==> config.mk <==
export PLATFORM = sky130hd
export DESIGN_NAME = hummingbirdv2_spi_tx_sequencer
export DESIGN_NICKNAME = d
export VERILOG_FILES = /design/src/rtl/hummingbirdv2_spi_tx_sequencer.sv
export SDC_FILE = /design/constraint.sdc
export NUM_CORES = 1
export LEC_CHECK = 0
export BUFFER_PORTS_ARGS = -buffer_cell sky130_fd_sc_hd__buf_2
export CAP_MARGIN = 30
export CORE_MARGIN = 5
export CORE_UTILIZATION = 55
export DETAILED_ROUTE_END_ITERATION = 8
export PLACE_DENSITY = 0.81
export REMOVE_ABC_BUFFERS = 1
export SYNTH_ARGS = -nofsm -noshare
export SYNTH_HDL_FRONTEND = slang
export SYNTH_SLANG_ARGS = --single-unit
==> constraint.sdc <==
create_clock -name PCLK -period 3 [get_ports PCLK]
set_input_delay 0.15 -clock PCLK [delete_from_list [all_inputs] [get_ports PCLK]]
set_output_delay 0.15 -clock PCLK [all_outputs]
set_load 0.02 [all_outputs]
==> src/rtl/hummingbirdv2_spi_tx_sequencer.sv <==
// APB-programmed TX sequencer: queues words in a small FIFO and streams them to an
// SPI core as one chip-select framed transfer (setup, send, wait-for-EOT, hold).
module hummingbirdv2_spi_tx_sequencer #(
  parameter int unsigned FIFO_DEPTH = 4,
  parameter logic [3:0]  REG_CMD    = 4'b0000,
  parameter logic [3:0]  REG_STATUS = 4'b0001,
  parameter logic [3:0]  REG_TXFIFO = 4'b0110
) (
  input  logic        PCLK,
  input  logic        PRESET,
  input  logic [3:0]  PADDR,
  input  logic        PSEL,
  input  logic        PENABLE,
  input  logic        PWRITE,
  input  logic [31:0] PWDATA,
  output logic [31:0] PRDATA,
  output logic        PREADY,
  output logic [31:0] spi_data_tx,
  output logic        spi_data_tx_valid,
  input  logic        spi_data_tx_ready,
  output logic        spi_start,
  input  logic        spi_eot,
  output logic        spi_csn,
  output logic        fifo_overflow
);

  localparam int unsigned AW = (FIFO_DEPTH > 1) ? $clog2(FIFO_DEPTH) : 1;
  localparam int unsigned LW = AW + 1;

  typedef enum logic [2:0] {IDLE, CS_SETUP, SEND, WAIT_EOT, CS_HOLD} state_t;

  state_t          state, state_nxt;
  logic [31:0]     mem [FIFO_DEPTH];
  logic [AW-1:0]   wr_ptr, rd_ptr;
  logic [LW-1:0]   level;
  logic            wr_stb, push_req, cmd_wr, start_req, ovf_clr;
  logic            full, empty, pop, push_ok, busy;
  logic            csn_nxt, start_nxt, valid_nxt;

  // APB decode: strobe and exact address must both match
  assign wr_stb    = PSEL & PENABLE & PWRITE;
  assign push_req  = wr_stb & (PADDR == REG_TXFIFO);
  assign cmd_wr    = wr_stb & (PADDR == REG_CMD);
  assign start_req = cmd_wr & PWDATA[0];
  assign ovf_clr   = cmd_wr & PWDATA[1];

  assign full    = (level == LW'(FIFO_DEPTH));
  assign empty   = (level == '0);
  assign pop     = (state == SEND) & spi_data_tx_ready & ~empty;
  // A pop at the same edge frees the slot, so a push at full still lands
  assign push_ok = push_req & (~full | pop);
  assign busy    = (state != IDLE);
  assign PREADY  = 1'b1;

  assign spi_data_tx = spi_data_tx_valid ? mem[rd_ptr] : '0;

  always_comb begin
    PRDATA = '0;
    if (PSEL && !PWRITE && (PADDR == REG_STATUS))
      PRDATA = {26'b0, 4'(level), busy, fifo_overflow};
  end

  // Next-state logic; registered outputs are decoded from the next state
  always_comb begin
    state_nxt = state;
    csn_nxt   = 1'b1;
    start_nxt = 1'b0;
    valid_nxt = 1'b0;
    case (state)
      IDLE:     if (start_req && !empty) state_nxt = CS_SETUP;
      CS_SETUP: state_nxt = SEND;
      SEND:     if (pop && (level == LW'(1)) && !push_ok) state_nxt = WAIT_EOT;
      WAIT_EOT: if (spi_eot) state_nxt = CS_HOLD;
      CS_HOLD:  state_nxt = IDLE;
      default:  state_nxt = IDLE;
    endcase
    csn_nxt   = (state_nxt == IDLE);
    start_nxt = (state_nxt == CS_SETUP);
    valid_nxt = (state_nxt == SEND);
  end

  always_ff @(posedge PCLK) begin
    if (PRESET) begin
      state             <= IDLE;
      spi_csn           <= 1'b1;
      spi_start         <= 1'b0;
      spi_data_tx_valid <= 1'b0;
    end else begin
      state             <= state_nxt;
      spi_csn           <= csn_nxt;
      spi_start         <= start_nxt;
      spi_data_tx_valid <= valid_nxt;
    end
  end

  // FIFO pointers, level and sticky overflow
  always_ff @(posedge PCLK) begin
    if (PRESET) begin
      wr_ptr        <= '0;
      rd_ptr        <= '0;
      level         <= '0;
      fifo_overflow <= 1'b0;
    end else begin
      if (push_ok) wr_ptr <= wr_ptr + AW'(1);
      if (pop)     rd_ptr <= rd_ptr + AW'(1);
      case ({push_ok, pop})
        2'b10:   level <= level + LW'(1);
        2'b01:   level <= level - LW'(1);
        default: level <= level;
      endcase
      if (ovf_clr)
        fifo_overflow <= 1'b0;
      else if (push_req && full && !pop)
        fifo_overflow <= 1'b1;
    end
  end

  // Storage needs no reset: contents are only visible while valid is high
  always_ff @(posedge PCLK) begin
    if (push_ok) mem[wr_ptr] <= PWDATA;
  end

endmodule

* Yosys cells after proc, flatten, opt, wreduce, memory -nomap -nowiden
Memory sizes are Yosys's and may differ from the RTL's. A register that Yosys moved wholly into a read port is not among the register bits. Index checks and enable logic that the tools add are counted.
Storage, ports and cells: register bits 14, bits in latches 0, RAM bits 128, ROM bits 0, output and inout port bits 69, word-level logic and storage cells 65, memories kept 1
Operators by class: $add $sub $neg 4, multipliers 0, div/mod/pow operators 0, order comparisons 0, equality and inequality tests 11, shifts and indexed selects 0, muxes and demuxes 11, bitwise logic cells 12, reductions and logical operators 18
Memory list:
- mem | words 4, width 32, rd ports 1, clocked after memory_dff 1, write ports 1, RTL line 33 | logic [31:0] mem [FIFO_DEPTH];
Operator list (count):
- 2-to-1 mux 32 bit | 1
- one-hot mux 3 bit (4 select lines) | 1
- bitwise AND 1 bit | 9
- == test 3 x 1 -> 1 bit (second input constant) | 3
- == test 3 x 2 -> 1 bit (second input constant) | 3
- zero test 3 bit | 3
- 2-to-1 mux 3 bit | 3
- logical AND 1 bit | 7
- one-hot mux 3 bit (2 select lines) | 1
- 2-to-1 mux 5 bit | 1
- adder 2 x 1 -> 2 bit (second input constant) | 2
- == test 4 x 1 -> 1 bit (second input constant) | 1
- == test 4 x 3 -> 1 bit (second input constant) | 1
- zero test 1 bit | 4
- zero test 4 bit | 1
- 2-to-1 mux 2 bit | 2
- adder 3 x 1 -> 3 bit (second input constant) | 1
- == test 3 bit (second input constant) | 1
- nonzero test 3 bit | 1
- subtractor 3 x 1 -> 3 bit (second input constant) | 1
- == test 2 x 1 -> 1 bit (second input constant) | 1
- == test 2 bit (second input constant) | 1
- 2-to-1 mux 1 bit | 2
- NOT 1 bit | 2
- 3 further kinds | 3

* Longest topological paths before layout
depth after elaboration 10, mapped depth 7, mapped depth without buffers 7

* Worst setup path after synthesis
Ideal clock, no wire load.
path type register -> register, start register state[2], end memory mem[0][0] (enable), data arrival time 1997 ps, setup slack 611 ps, cell stages (with the launch flop) 5, period minus slack after synthesis 2389 ps, cells stage by stage dfxtp_1 > buf_6 > nand4bb_4 > a311oi_2 > and2_1
Between the ends: cells in the longest elaborated chain, start to end 7
Ends and longest elaborated chain:
- start, declared | RTL line 32 | state_t state, state_nxt;
- start signal, assigned | RTL line 89 | state <= state_nxt;
- == test 3 x 2 -> 1 bit | RTL line 49 | assign pop = (state == SEND) & spi_data_tx_ready & ~empty;
- bitwise AND 1 bit (2 in series) | RTL line 49
- OR 1 bit | RTL line 51 | assign push_ok = push_req & (~full | pop);
- bitwise AND 1 bit | RTL line 51
- 2-to-1 mux 1 bit | RTL line 120 | if (push_ok) mem[wr_ptr] <= PWDATA;
- 2-to-1 mux 1 bit (implied by the code) | RTL line 120
- end, declared | RTL line 33
Every way passes these cells.

==> metrics.cfg <==
[outcome]
status = finished clean

[sta]
worst_pin_slew_ps = 983
fmax_ghz = 0.386
setup_slack_ps = 412
rsz0062_at_grt = no
finalSetupViolations = 0
max-slew-margin-rel = 0.344
finalCritPeriodShare = 0.863
maxSlewViolCount = 0
finalClockSkew_ps = 6.12
holdWs_ps = 127
period_needed_ps = 2590
final_hold_viol_count = 0
setup_tns_ps = 0

[detailed_routing]
drc = 0
via_per_inst = 5.24
drtAntennaViolNets = 0
wl_mm = 11.2
drt-initial-drc-count = 198
wl_per_cell_um = 18.6
firstDrtPassIters = 4
vias = 3149

[synth]
synth_flop_cell = edfxtp_1
async_flop_share = 0
synth.distinct_cells = 42
ys_seq_area_frac = 0.706
synth_area_leader_cell = edfxtp_1
synth.area.top_cells = edfxtp_1, mux4_2, dfxtp_1, and2_1, buf_4
netlist_area_sq_mm = 0.00590
syn_area_per_cell_sq_um = 18.4
synthCells = 321
synth_top_cell_area_share = 0.652
ys_warn_count = 0
synth.ff_latch_count = 144
synth_edf_count = 128

[finish]
area_growth_pct = 23.6
multi_input_area_sq_mm = 0.00156
nets = 503
drive_gt1_frac = 0.346
regArea_sq_mm = 0.00417
nFillCells = 645
final_area_sq_mm = 0.00729
antenna_cells = 0

[worst_setup_path]
arrival_ps = 2440
critPathBufInv = 2
required_ps = 2850
cp.depth = 4
start_kind = register
cpPeakStageDelay_ps = 650
reg2regPathDepth = 5
path_max_fanout = 15
path_cells = buf_4, mux4_2, and2_1, buf_2
critPathKind = register to output pin
cp-end-kind = output pin
cp_slowest_cell = dfxtp_2
cp_top_family = flip-flops

[cts]
cts.sinks = 144
post_cts_resize_count = 0
numCtsBuffers = 17
clkTransAtPathRegs_ps = 60
clk_path_buf_depth = 2
hold_buffers = 34
postCtsSetupRepairBufs = 0
cts_htree_levels = 4
clock_latency_ps = 520
cts_tree = built
cts_root_buffer = clkbuf_8

[job]
maxCapViolCount = 0

[floorplan]
io_pins = 112
die-area_sq_mm = 0.0129
start_util = 0.566
dieWidth_um = 114
core_area_sq_mm = 0.0104
die_h_um = 114
row_count = 37

[grt]
grt_antenna_before_repair = 0
grt_busiest_layer = met2
first_global_vias = 3416
overflow = 0
use_met2 = 0.325
use_met3 = 0.0653
grt_pass1_wl_mm = 18.1
grtUsageMet1 = 0.216
grt_max_degree = 34
track_usage = 0.188

[power_and_ir_drop]
leakage_nw = 2.67
p_per_area_mw_per_mm2 = 586
irDropWorstVdd_v = 0.000391

[hold_path]
hold_depth = 3
hold_class = input pin to register

[place]
place_area_sq_mm = 0.00639
hpwl_mm = 7.01
gp_congestion = 0.792
place_ws_ps = 677
portBuffers = 83

## worst register-to-register path, stage by stage (launching register included)
cell and delay (ps):
dfxtp_1 420, inv_1 100, ha_1 250, a311oi_2 450, and2_2 510, buf_4 300
## final cells by class
cell class	instances	area share
Clock buffer	26	0.0656
Clock inverter	6	0.0112
Inverter	4	0.00206
Multi-Input combinational cell	159	0.213
Sequential cell	144	0.571
Tap cell	136	0.0233
Timing Repair Buffer	126	0.113
## metal layers
metal  part of all wire  up-vias
li1                   -     1448
met1               0.39     1558
met2               0.51      129
met3              0.088       14
met4              0.013        0
met5                  0        -
## report_power, final
part	leakage [nW]	internal, mW	total [mW]	switching [mW]
sequential	1.28	2.18	2.18	0.000686
combinational	1.11	0.0526	0.128	0.0752
clock	0.271	1.24	1.96	0.715
total	2.67	3.48	4.27	0.791
## synthesized netlist by cell type (2+ instances only)
| library cell | number |
|---|---|
| dfxtp_1 | 16 |
| nor3_1 | 2 |
| nand2_1 | 2 |
| mux4_2 | 32 |
| buf_2 | 3 |
| nand4b_1 | 2 |
| nand2b_1 | 2 |
| nor2_1 | 11 |
| and2_1 | 40 |
| mux2i_1 | 2 |
| a21oi_1 | 2 |
| clkbuf_1 | 7 |
| edfxtp_1 | 128 |
| nand3b_1 | 2 |
| nor4_1 | 3 |
| buf_4 | 28 |
| conb_1 | 2 |
| inv_1 | 4 |
| ha_1 | 8 |
| xnor2_1 | 3 |
## cell usage in the layout (no fill, tap or decap), types with 3 or more instances in the layout
| cell type | Yosys | routed |
|---|---|---|
| buf_2 | 3 | 83 |
| conb_1 | 2 | 28 |
| dfxtp_1 | 16 | 14 |
| and2_2 | 0 | 4 |
| ha_1 | 8 | 8 |
| and2_1 | 40 | 36 |
| clkbuf_8 | 0 | 4 |
| mux4_2 | 32 | 32 |
| nor4_1 | 3 | 3 |
| clkbuf_16 | 0 | 16 |
| dlygate4sd3_1 | 0 | 34 |
| clkbuf_1 | 7 | 6 |
| buf_4 | 28 | 9 |
| edfxtp_1 | 128 | 128 |
| xnor2_1 | 3 | 3 |
| nor2_1 | 11 | 11 |
| inv_1 | 4 | 4 |
## state kept, by name, summed over array words and instances, names as in the netlist, named ones only
name / cells
spi_start: 1
level: 3
fifo_overflow: 1
spi_csn: 1
spi_data_tx_valid: 1
mem: 128
state: 3
wr_ptr: 2
rd_ptr: 2
## worst paths after layout
| check | slack (ps) | end | from |
|---|---|---|---|
| min | 130 | fifo_overflow$_SDFFE_PP0P_ | PADDR[3] |
| max | 410 | spi_data_tx[18] | register |
| min reg2reg | 530 | register | rd_ptr[1]$_SDFFE_PP0N_ |
| max reg2reg | 660 | mem[1][23]$_DFFE_PP_ | level[0]$_SDFFE_PP0P_ |
## cells by family (layout without fill, tap and decap cells)
group / count (synthesis) / count (layout) / synth area share
flip-flops: 144 / 144 / 0.706
AND/OR/NAND/NOR: 72 / 72 / 0.0764
buffers and inverters: 44 / 162 / 0.0477
multiplexers: 35 / 35 / 0.128
AO/OA/AOI/OAI: 12 / 12 / 0.0178
adder cells (fa/ha/maj): 8 / 8 / 0.0170
XOR/XNOR: 4 / 4 / 0.00594
other: 2 / 28 / 0.00127
## metrics by stage
step / power, mW / cells / util
2_1_floorplan: 2.26 / 307 / -
6_report: 4.27 / 601 / 0.700
3_3_place_gp: 2.31 / 535 / 0.614
5_1_grt: 4.42 / 601 / 0.700
3_5_place_dp: 2.31 / 535 / 0.614
4_1_cts: 4.30 / 601 / 0.700
No activity file was read; power rests on OpenSTA's default activity.
